<file path="config.mk">
export PLATFORM = sky130hd
export DESIGN_NAME = pill_event_scheduler_flat
export DESIGN_NICKNAME = d
export VERILOG_FILES = /design/src/rtl/pacman_pkg.sv /design/src/rtl/pill_event_scheduler_if.sv /design/src/rtl/power_timer.sv /design/src/rtl/pill_event_scheduler.sv /design/src/flat_wrapper.sv
export SDC_FILE = /design/constraint.sdc
export NUM_CORES = 1
export LEC_CHECK = 0
export CAP_MARGIN = 20
export CELL_PAD_IN_SITES_DETAIL_PLACEMENT = 0
export CELL_PAD_IN_SITES_GLOBAL_PLACEMENT = 1
export CORE_MARGIN = 2
export CORE_UTILIZATION = 50
export CTS_CLUSTER_SIZE = 8
export DETAILED_ROUTE_END_ITERATION = 7
export DONT_BUFFER_PORTS = 1
export PLACE_DENSITY_LB_ADDON = 0.1
export SETUP_SLACK_MARGIN = 0.02
export SLEW_MARGIN = 20
export SYNTH_ARGS = -nofsm -noshare
export SYNTH_HDL_FRONTEND = slang
export SYNTH_HIERARCHICAL = 1
export SYNTH_SLANG_ARGS = --single-unit
</file>
<file path="constraint.sdc">
create_clock -name clk -period 7.1 [get_ports clk]
set_input_delay 0.71 -clock clk [delete_from_list [all_inputs] [get_ports clk]]
set_output_delay 0.71 -clock clk [all_outputs]
set_load 0.1 [all_outputs]
</file>
<file path="src/rtl/pacman_pkg.sv">
// Shared constants for the pill/pellet scoring path: collision codes, scheduler
// state encoding and power-timer width.
package pacman_pkg;

  localparam logic [3:0] CodePill   = 4'b0010;
  localparam logic [3:0] CodePellet = 4'b0100;

  localparam int unsigned PowerTimerWidth = 16;

  // Kept as plain localparams so older tools see a fixed 2-bit encoding.
  typedef logic [1:0] state_t;
  localparam state_t StIdle  = 2'd0;
  localparam state_t StPlay  = 2'd1;
  localparam state_t StPower = 2'd2;
  localparam state_t StClear = 2'd3;

  // Only pills and power pellets score; every other collision code is ignored.
  function automatic logic is_scoring_code(input logic [3:0] code);
    return (code == CodePill) || (code == CodePellet);
  endfunction

endpackage

</file>
<file path="src/rtl/pill_event_scheduler_if.sv">
// Collision input and scoring/status outputs of the pill event scheduler.
interface pill_event_scheduler_if;

  logic       start;
  logic [3:0] collision_type;
  logic [9:0] pill_count;
  logic       power_active;
  logic       power_warn;
  logic       level_clear;
  logic       event_ack;

  // Game logic side: requests levels, reports collisions, reads status.
  modport master (
    output start,
    output collision_type,
    input  pill_count,
    input  power_active,
    input  power_warn,
    input  level_clear,
    input  event_ack
  );

  // Scheduler side.
  modport slave (
    input  start,
    input  collision_type,
    output pill_count,
    output power_active,
    output power_warn,
    output level_clear,
    output event_ack
  );

endinterface

</file>
<file path="src/rtl/power_timer.sv">
// Power-mode countdown: loads POWER_CYCLES-1, counts down to zero while running,
// and flags the last quarter of the power period.
module power_timer
  import pacman_pkg::*;
#(
  parameter logic [PowerTimerWidth-1:0] POWER_CYCLES = 16'd6000
) (
  input  logic clk,
  input  logic reset_n,
  input  logic load,
  input  logic run,
  output logic zero,
  output logic warn
);

  localparam logic [PowerTimerWidth-1:0] LoadValue = POWER_CYCLES - PowerTimerWidth'(1);
  localparam logic [PowerTimerWidth-1:0] WarnLimit = POWER_CYCLES >> 2;

  logic [PowerTimerWidth-1:0] count_q;

  // Load wins over countdown; outside power mode the timer rests at zero.
  always_ff @(posedge clk or negedge reset_n) begin
    if (!reset_n) begin
      count_q <= '0;
    end else if (load) begin
      count_q <= LoadValue;
    end else if (!run) begin
      count_q <= '0;
    end else if (count_q != '0) begin
      count_q <= count_q - PowerTimerWidth'(1);
    end
  end

  assign zero = (count_q == '0);
  assign warn = (count_q < WarnLimit);

endmodule

</file>
<file path="src/rtl/pill_event_scheduler.sv">
// Level scoring FSM: edge-detects pill/pellet collisions, counts pills eaten,
// runs power mode via power_timer and signals level clear.
module pill_event_scheduler
  import pacman_pkg::*;
#(
  parameter logic [9:0]                 TOTAL_PILLS  = 10'd244,
  parameter logic [PowerTimerWidth-1:0] POWER_CYCLES = 16'd6000
) (
  input  logic                   clk,
  input  logic                   reset_n,
  pill_event_scheduler_if.slave  bus
);

  state_t     state_q, state_d;
  logic [9:0] count_q, count_d;
  logic [3:0] prev_type_q;
  logic       ack_q;

  logic [3:0] code;
  logic [9:0] count_inc;
  logic       in_game;
  logic       accept;
  logic       hits_total;
  logic       timer_load;
  logic       timer_zero;
  logic       timer_warn;

  // Event qualification: a scoring code counts once, on the cycle it first appears.
  always_comb begin
    code       = bus.collision_type;
    count_inc  = count_q + 10'd1;
    in_game    = (state_q == StPlay) || (state_q == StPower);
    accept     = is_scoring_code(code) && (code != prev_type_q) && in_game &&
                 (count_q < TOTAL_PILLS);
    hits_total = accept && (count_inc == TOTAL_PILLS);
    // Clearing the level takes priority over entering or extending power mode.
    timer_load = accept && (code == CodePellet) && !hits_total;
  end

  // Next-state and pill counter.
  always_comb begin
    state_d = state_q;
    count_d = count_q;
    case (state_q)
      StIdle, StClear: begin
        if (bus.start) begin
          state_d = StPlay;
          count_d = '0;
        end
      end
      StPlay: begin
        if (timer_load) state_d = StPower;
      end
      StPower: begin
        if (!timer_load && timer_zero) state_d = StPlay;
      end
      default: state_d = StIdle;
    endcase
    if (accept)     count_d = count_inc;
    if (hits_total) state_d = StClear;
  end

  // State, counter, collision history and ack pulse.
  always_ff @(posedge clk or negedge reset_n) begin
    if (!reset_n) begin
      state_q     <= StIdle;
      count_q     <= '0;
      prev_type_q <= 4'b0000;
      ack_q       <= 1'b0;
    end else begin
      state_q     <= state_d;
      count_q     <= count_d;
      prev_type_q <= code;
      ack_q       <= accept;
    end
  end

  power_timer #(
    .POWER_CYCLES(POWER_CYCLES)
  ) u_power_timer (
    .clk    (clk),
    .reset_n(reset_n),
    .load   (timer_load),
    .run    (state_q == StPower),
    .zero   (timer_zero),
    .warn   (timer_warn)
  );

  assign bus.pill_count   = count_q;
  assign bus.power_active = (state_q == StPower);
  assign bus.power_warn   = (state_q == StPower) && timer_warn;
  assign bus.level_clear  = (state_q == StClear);
  assign bus.event_ack    = ack_q;

endmodule

</file>
<file path="src/flat_wrapper.sv">
// flat-port wrapper written by rule: the top's interface ports become plain ports
module pill_event_scheduler_flat import pacman_pkg::*;
#(
  parameter logic [9:0]                 TOTAL_PILLS  = 10'd244,
  parameter logic [PowerTimerWidth-1:0] POWER_CYCLES = 16'd6000
)
  (clk, reset_n, bus_start, bus_collision_type, bus_pill_count, bus_power_active, bus_power_warn, bus_level_clear, bus_event_ack);
  pill_event_scheduler_if bus_i ();
  input  logic clk;
  input  logic reset_n;
  input wire logic [$bits(bus_i.start)-1:0] bus_start;
  input wire logic [$bits(bus_i.collision_type)-1:0] bus_collision_type;
  output wire logic [$bits(bus_i.pill_count)-1:0] bus_pill_count;
  output wire logic [$bits(bus_i.power_active)-1:0] bus_power_active;
  output wire logic [$bits(bus_i.power_warn)-1:0] bus_power_warn;
  output wire logic [$bits(bus_i.level_clear)-1:0] bus_level_clear;
  output wire logic [$bits(bus_i.event_ack)-1:0] bus_event_ack;
  assign bus_i.start = bus_start;
  assign bus_i.collision_type = bus_collision_type;
  assign bus_pill_count = bus_i.pill_count;
  assign bus_power_active = bus_i.power_active;
  assign bus_power_warn = bus_i.power_warn;
  assign bus_level_clear = bus_i.level_clear;
  assign bus_event_ack = bus_i.event_ack;
  pill_event_scheduler #(.TOTAL_PILLS(TOTAL_PILLS), .POWER_CYCLES(POWER_CYCLES)) u_core (.clk(clk), .reset_n(reset_n), .bus(bus_i));
endmodule
</file>
==> results.txt, run 1 <==
Initial Util = 0.530
Post-route cell area = 2090 um2
DRC = 0
Placed Area = 2010 um2
VDD IR-drop max = 0.256 mV
Drt first pass iters = 4
Setup crit start kind = register
Hold Fails Final Rpt = 0
FF-to-FF End = u_core/u_power_timer/count_q[7]
Dominant synthesized flop cell = dfrtp_1
Post-synthesis sequential area ratio = 0.419
Die height = 66.8 um
Final Wtd Congestion = 0.887
CTS Buf Count = 5
Clock Tree Root = clkbuf_8
Reg2reg path depth = 9
Mapped Area = 1970 um2
Synth area leader = dfrtp_1
Simple-Gate Fraction of Synth Area = 0.275
Total track usage = 0.216
Worst Setup Path Type = reg2reg
Synth Area in Compound Gates = 0.177
Grt total ovfl = 0
Slew margin rel. = 0.291
Hpwl dp = 2900 um
Crit-path max FO = 12
Core area = 3720 um2
Synth top area share = 0.419
Syn_nets = 208
Layout cells sized above 1 = 0.120
Initial antenna violation count = 0
Post-synthesis mux area share = 0.0159
Antenna Nets Post-Route = 0
Initial drt markers = 102
Main combinational cell family by area after synthesis = simple AND/OR/NAND/NOR gates
Syn. warnings = 6
Drt wl/cell = 16.6 um
First-pass GRT wire length = 7090 um
FF-to-FF Start = u_core/bus.pill_count[1]
Arr. time, crit path = 3.54 ns
Post-Syn Instances = 195
Detailed-route vias per instance = 6.21
CTS clk-pin slew, worst paths = 0.07 ns
Status = finished, final reports clean
Setup crit start = u_core/bus.pill_count[1]
Clk_lat worst skew = 0.29 ns
Crit end category = register
Die X = 66.8 um
Top cells by area, synth = dfrtp_1 42%, ha_1 3.8%, xor2_1 3.6%
Peak Freq = 0.299 GHz
Setup tns final = 0 ns
Pin count of the biggest net entering global routing = 34
R2r setup slk = 3.76 ns
Sink Count = 33
Finish-stage setup viols = 0
I/O pin count = 21
Vias = 1540
MaxCap Viol Count = 0
Final period utilization = 0.471
CTS tree = built
Row cnt = 22
# nets final = 212
Area added between synthesis and finish = 6.23%
Port Buffers = 0
Synth Area in Adders = 0.0381
Clock Path Buffers = 2
Post-synth cell types = 55
Die area = 4460 um2
Vias in the first global route = 1527
EDFF count, synth = 0
Filler instances = 346
Post-synthesis xor/xnor area fraction = 0.0489
RSZ-0062 raised after global routing = false
Ant. Diodes = 0
Worst Skew = 0.00732 ns
Tightest Pin Transition = 1.06 ns
Postcts setup bufs = 0
Number of gates resized after CTS = 0
Register bit total from synthesis = 33
Fin. max-slew vios = 0
FFs w/ async S/R, synth = 1.00
Power Density = 315 nW/um2
Min Tclk post-route = 3.34 ns
Leak Pwr = 0.936 nW
Routed Wire Length = 4120 um
WP data required = 7.30 ns
H-tree depth = 2
Hold Crit Class = in2async
Hold_buf cts = 0
Syn Area/Cell = 10.1 um2
## routing by layer
metal	track usage	wire length (um)	part of all wire	up-vias
met1	0.256	1790	0.43	757
met5	0	0	0	-
met2	0.351	2010	0.49	38
met4	0.112	104	0.025	0
li1	-	-	-	737
met3	0.0659	214	0.052	8
## worst max-delay path: stages (launching register included)
cell and delay (ns):
dfrtp_1 1.04, ha_1 0.40, nor2b_1 0.16, a31oi_1 0.10, o22a_1 0.28, a2111oi_4 0.33
nor2_1 0.24, nor2b_1 0.42, nand2b_1 0.10, o31ai_1 0.19
## cell families (layout without fill, tap and decap cells)
group	after synthesis	count (layout)
AND/OR/NAND/NOR	88	88
AO/OA/AOI/OAI	45	45
flip-flops	33	33
XOR/XNOR	11	11
buffers and inverters	9	14
adder cells (fa/ha/maj)	6	6
multiplexers	3	3
## worst max-delay path by stage
| stage | endpoint | slack [ns] | cells after the start |
|---|---|---|---|
| floorplan | bus_power_warn | 4.12 | 3 |
| global placement | u_core/u_power_timer/count_q[7] | 3.88 | 9 |
| detailed placement | u_core/u_power_timer/count_q[7] | 3.76 | 9 |
| CTS | u_core/u_power_timer/count_q[7] | 3.73 | 9 |
| global route | u_core/u_power_timer/count_q[7] | 3.35 | 9 |
| finish | u_core/u_power_timer/count_q[7] | 3.76 | 9 |
## power by group
group	internal [mW]	switching (mW)	total [mW]
logic	0.0837	0.143	0.227
clock network	0.0679	0.0703	0.138
registers	0.206	0.0891	0.295
## sequential cells by signal, summed over array words and instances (netlist names)
name and cells:
u_core/u_power_timer/count_q 16, u_core/bus.pill_count 10, u_core/prev_type_q 4, u_core/state_q 2, u_core/bus.event_ack 1
## metrics by stage
stage	setup slack, ns	instances	hold slack [ns]	power, mW	utilization
floorplan	4.12	195	0.414	0.481	-
global placement	3.88	240	0.415	0.518	0.541
detailed placement	3.76	240	0.415	0.523	0.541
CTS	3.73	248	0.0927	0.666	0.563
global route	3.35	248	0.0898	0.700	0.563
finish	3.76	248	0.106	0.660	0.563
## placed cells by master (no fill, tap or decap), drive strengths merged, types with 5 or more instances in the layout
cell,synthesis,layout
ha,6,6
o21ai,8,8
or3,5,5
nor2b,5,5
nand3,7,7
xor2,8,8
nand2,16,16
clkbuf,2,6
o21bai,9,9
dfrtp,33,33
a21oi,7,7
nor2,9,9
nand2b,8,8
nor3,9,9
## synth_stat cells (all sizes together), types with 3 or more instances
cell type,n
a211o,3
a21oi,7
a31oi,4
and2,3
and3,3
dfrtp,33
ha,6
inv,4
nand2,16
nand2b,8
nand3,7
nand3b,4
nand4b,3
nor2,9
nor2b,5
nor3,9
nor3b,4
nor4,4
o21ai,8
o21bai,9
or3,5
or4,3
xnor2,3
xor2,8
## final cells by class
cell class / instances / area [um2] / area share
Multi-Input combinational cell: 153 / 1090 / 0.522
Sequential cell: 33 / 826 / 0.395
Clock buffer: 6 / 72.6 / 0.0347
Tap cell: 48 / 60.1 / 0.0287
Inverter: 5 / 23.8 / 0.0114
Clock inverter: 2 / 10.0 / 0.00478
Timing Repair Buffer: 1 / 7.51 / 0.00359
No activity file was read; power rests on OpenSTA's default activity.
==> run 2, diff against run 1 <==
- ABC_AREA: unset -> 1
- CORE_UTILIZATION: 50 -> 42
- clock period: 7.1 -> 2.81 ns (I/O delays scaled with it)
==> results.txt, run 2 <==
Top cells by count, synth = 70 x nand2_1, 39 x inv_1, 38 x nor2_1, 33 x dfrtp_1, 24 x nand3_1 (was 33 x dfrtp_1, 16 x nand2_1, 9 x nor2_1, 9 x o21bai_1)
MaxCap Viol Count = 0 (unchanged)
Setup tns final = 0 ns (unchanged)
Comb pwr share = 0.648 (was 0.343)
Post-synthesis sequential area ratio = 0.376 (was 0.419)
FFs w/ async S/R, synth = 1.00 (unchanged)
Area added between synthesis and finish = 14.8% (was 6.23%)
Syn_nets = 305 (was 208)
RSZ-0062 raised after global routing = false (unchanged)
Design Power = 3.24 mW (was 0.660 mW)
Row cnt = 26 (was 22)
Top cells by area, synth = dfrtp_1 38%, nand2_1 12%, inv_1 6.7% (was dfrtp_1 42%, ha_1 3.8%, xor2_1 3.6%)
Worst Skew = 0.00439 ns (was 0.00732 ns)
CTS tree = built (unchanged)
Detailed-route vias per instance = 4.77 (was 6.21)
Count leader, synth = nand2_1 (was dfrtp_1)
Die X = 76.3 um (was 66.8 um)
Postcts setup bufs = 0 (unchanged)
Arr. time, crit path = 2.63 ns (was 3.54 ns)
Port Buffers = 0 (unchanged)
Min Tclk post-route = 2.45 ns (was 3.34 ns)
Layout cells sized above 1 = 0.196 (was 0.120)
Register bit total from synthesis = 33 (unchanged)
# nets final = 328 (was 212)
Met1 Usage GRT = 0.215 (was 0.256)
Synth top area share = 0.376 (was 0.419)
Max reg flops = 16 (unchanged)
Synth area leader = dfrtp_1 (unchanged)
Switching Share = 0.547 (was 0.458)
Die area = 5820 um2 (was 4460 um2)
Clock share of power = 0.109 (was 0.210)
Power Density = 1290 nW/um2 (was 315 nW/um2)
First-pass GRT wire length = 8120 um (was 7090 um)
GRT Max-Usage Layer = met2 (unchanged)
Pin count of the biggest net entering global routing = 34 (unchanged)
Drt wl/cell = 12.6 um (was 16.6 um)
Sink Count = 33 (unchanged)
Final Util = 0.496 (was 0.563)
Drt first pass iters = 4 (unchanged)
Post-Syn Instances = 292 (was 195)
Crit-path max FO = 14 (was 12)
P_sw = 1.77 mW (was 0.302 mW)
Number of gates resized after CTS = 0 (unchanged)
Largest reg by FF count = u_core/u_power_timer/count_q (unchanged)
Mapped Area = 2190 um2 (was 1970 um2)
Post-synth cell types = 30 (was 55)
Setup crit start kind = register (unchanged)
Slack of the critical path = 0.359 ns (was 3.76 ns)
Clk_lat worst skew = 0.29 ns (about the same)
Most common cell after layout, fill and taps aside = nand2_1 (was dfrtp_1)
Vias in the first global route = 1723 (was 1527)
M3 GR Usage = 0.0486 (was 0.0659)
Hpwl dp = 3510 um (was 2900 um)
Tightest Pin Transition = 0.970 ns (was 1.06 ns)
Total track usage = 0.177 (was 0.216)
Initial antenna violation count = 0 (unchanged)
Finish-stage setup viols = 0 (unchanged)
Leak Pwr = 1.24 nW (was 0.936 nW)
Crit end category = register (unchanged)
Hold Fails Final Rpt = 0 (unchanged)
Met2 global-route usage = 0.301 (was 0.351)
Die height = 76.3 um (was 66.8 um)
Hold Crit Class = in2reg (was in2async)
CTS Buf Count = 5 (unchanged)
Filler instances = 520 (was 346)
VDD IR-drop max = 0.709 mV (was 0.256 mV)
Vias = 1842 (was 1540)
Syn Area/Cell = 7.51 um2 (was 10.1 um2)
Commonest non-fill, non-tap cells in the layout = 70 x nand2_1, 39 x inv_1, 38 x nor2_1 (was 33 x dfrtp_1, 16 x nand2_1, 9 x nor2_1, 9 x o21bai_1)
Status = finished, final reports clean (unchanged)
Peak Freq = 0.408 GHz (was 0.299 GHz)
Setup WS pre-CTS = 0.367 ns (was 3.76 ns)
R2r setup slk = 0.36 ns (was 3.76 ns)
Antenna Nets Post-Route = 0 (unchanged)
Final period utilization = 0.872 (was 0.471)
H-tree depth = 2 (unchanged)
I/O pin count = 21 (unchanged)
CTS clk-pin slew, worst paths = 0.07 ns (about the same)
Syn. warnings = 6 (unchanged)
Worst Setup Path Type = reg2reg (unchanged)
Initial Util = 0.432 (was 0.530)
Slew margin rel. = 0.355 (was 0.291)
EDFF count, synth = 0 (unchanged)
WP data required = 2.99 ns (was 7.30 ns)
Initial drt markers = 114 (was 102)
Fin. max-slew vios = 0 (unchanged)
Flop pwr share = 0.243 (was 0.447)
Core area = 5070 um2 (was 3720 um2)
Final Wtd Congestion = 0.803 (was 0.887)
Ant. Diodes = 0 (unchanged)
Clock Path Buffers = 2 (unchanged)
Grt total ovfl = 0 (unchanged)
DRC = 0 (unchanged)
Pint = 1.47 mW (was 0.357 mW)
Clock Tree Root = clkbuf_8 (unchanged)
Routed Wire Length = 4880 um (was 4120 um)
Dominant synthesized flop cell = dfrtp_1 (unchanged)
==> run 2: cell types whose count changed in the layout (fill, tap and decap cells not counted), moves of 7 or more <==
cell / previous run / this run
buf_4: 1 / 11
inv_1: 4 / 39
nand2_1: 16 / 70
nand2_2: 0 / 13
nand2b_1: 7 / 0
nand3_1: 7 / 24
nor2_1: 9 / 38
nor2_4: 0 / 11
o21bai_1: 9 / 0
==> run 2: final timing paths <==
| path | from | end | cells after the start |
|---|---|---|---|
| worst max-delay path | u_core/state_q[0] | u_core/u_power_timer/count_q[0] | 12 |
| worst min-delay path | bus_start | u_core/state_q[0] | 6 |
| worst max register to register | u_core/state_q[0] | u_core/u_power_timer/count_q[0] | 12 |
| worst min register to register | u_core/bus.pill_count[0] | u_core/bus.pill_count[0] | 1 |
| max in group asynchronous | reset_n | u_core/bus.pill_count[0] | 2 |
| min in group asynchronous | reset_n | u_core/u_power_timer/count_q[10] | 2 |
==> run 2: power by group through the flow <==
stage	Sequential, mW	Combinational (mW)	Clock, mW
6_report	0.787	2.10	0.354
5_1_grt	0.812	2.35	0.389
4_1_cts	0.786	2.11	0.368
3_5_place_dp	0.796	2.09	0
3_3_place_gp	0.795	2.09	0
2_1_floorplan	0.862	1.63	0
==> run 2: cell families (layout without fill, tap and decap cells) <==
logic type	after synthesis	in the layout	synth area share
and+or+nand+nor	177	177	0.416
adders and majority gates	6	6	0.0342
buffers and inverters	43	67	0.0821
AOI/OAI and AO/OA	27	27	0.0673
DFF	33	33	0.376
xor gates and xnor gates	6	6	0.0240
==> run 2: area by class of cell <==
type	count	area, um2	share of cell area
inverter	41	159	0.0631
timing repair buffer	18	173	0.0686
clock buffer	6	72.6	0.0288
multi-input combinational	216	1190	0.472
sequential	33	828	0.329
tap	70	87.6	0.0348
clock inverter	2	10.0	0.00398
==> run 2: repair_timing <==
| item | in CTS | in global routing |
|---|---|---|
| hold endpoints to repair | 33 | 4 |
| hold buffers | 2 | 4 |
| setup endpoints to repair | 0 | 0 |
==> run 2: critical path: stages, from the launching register on <==
cell	delay, ns
dfrtp_1	0.39
inv_1	0.06
ha_1	0.33
nor2_1	0.11
nand3_1	0.07
nor2_1	0.15
nand2_2	0.14
nor2_4	0.14
a31oi_1	0.18
inv_1	0.43
o21ai_0	0.17
nand2_1	0.10
o21ai_1	0.06
==> run 2: through the flow <==
step                      cells  hold slack (ns)  area (um2)
after floorplan             292          -0.0146        2200
after global placement      372          -0.0136        2360
after detailed placement    372          -0.0135        2360
after CTS                   382           0.0103        2480
after global routing        386            0.382        2520
final                       386            0.331        2520
==> run 2: per-layer routing <==
layer  wire length, um  vias to the layer above
met1              2230                      838
met2              2410                       28
met5                 0                        -
met4                60                        0
li1                  -                      971
met3               174                        5
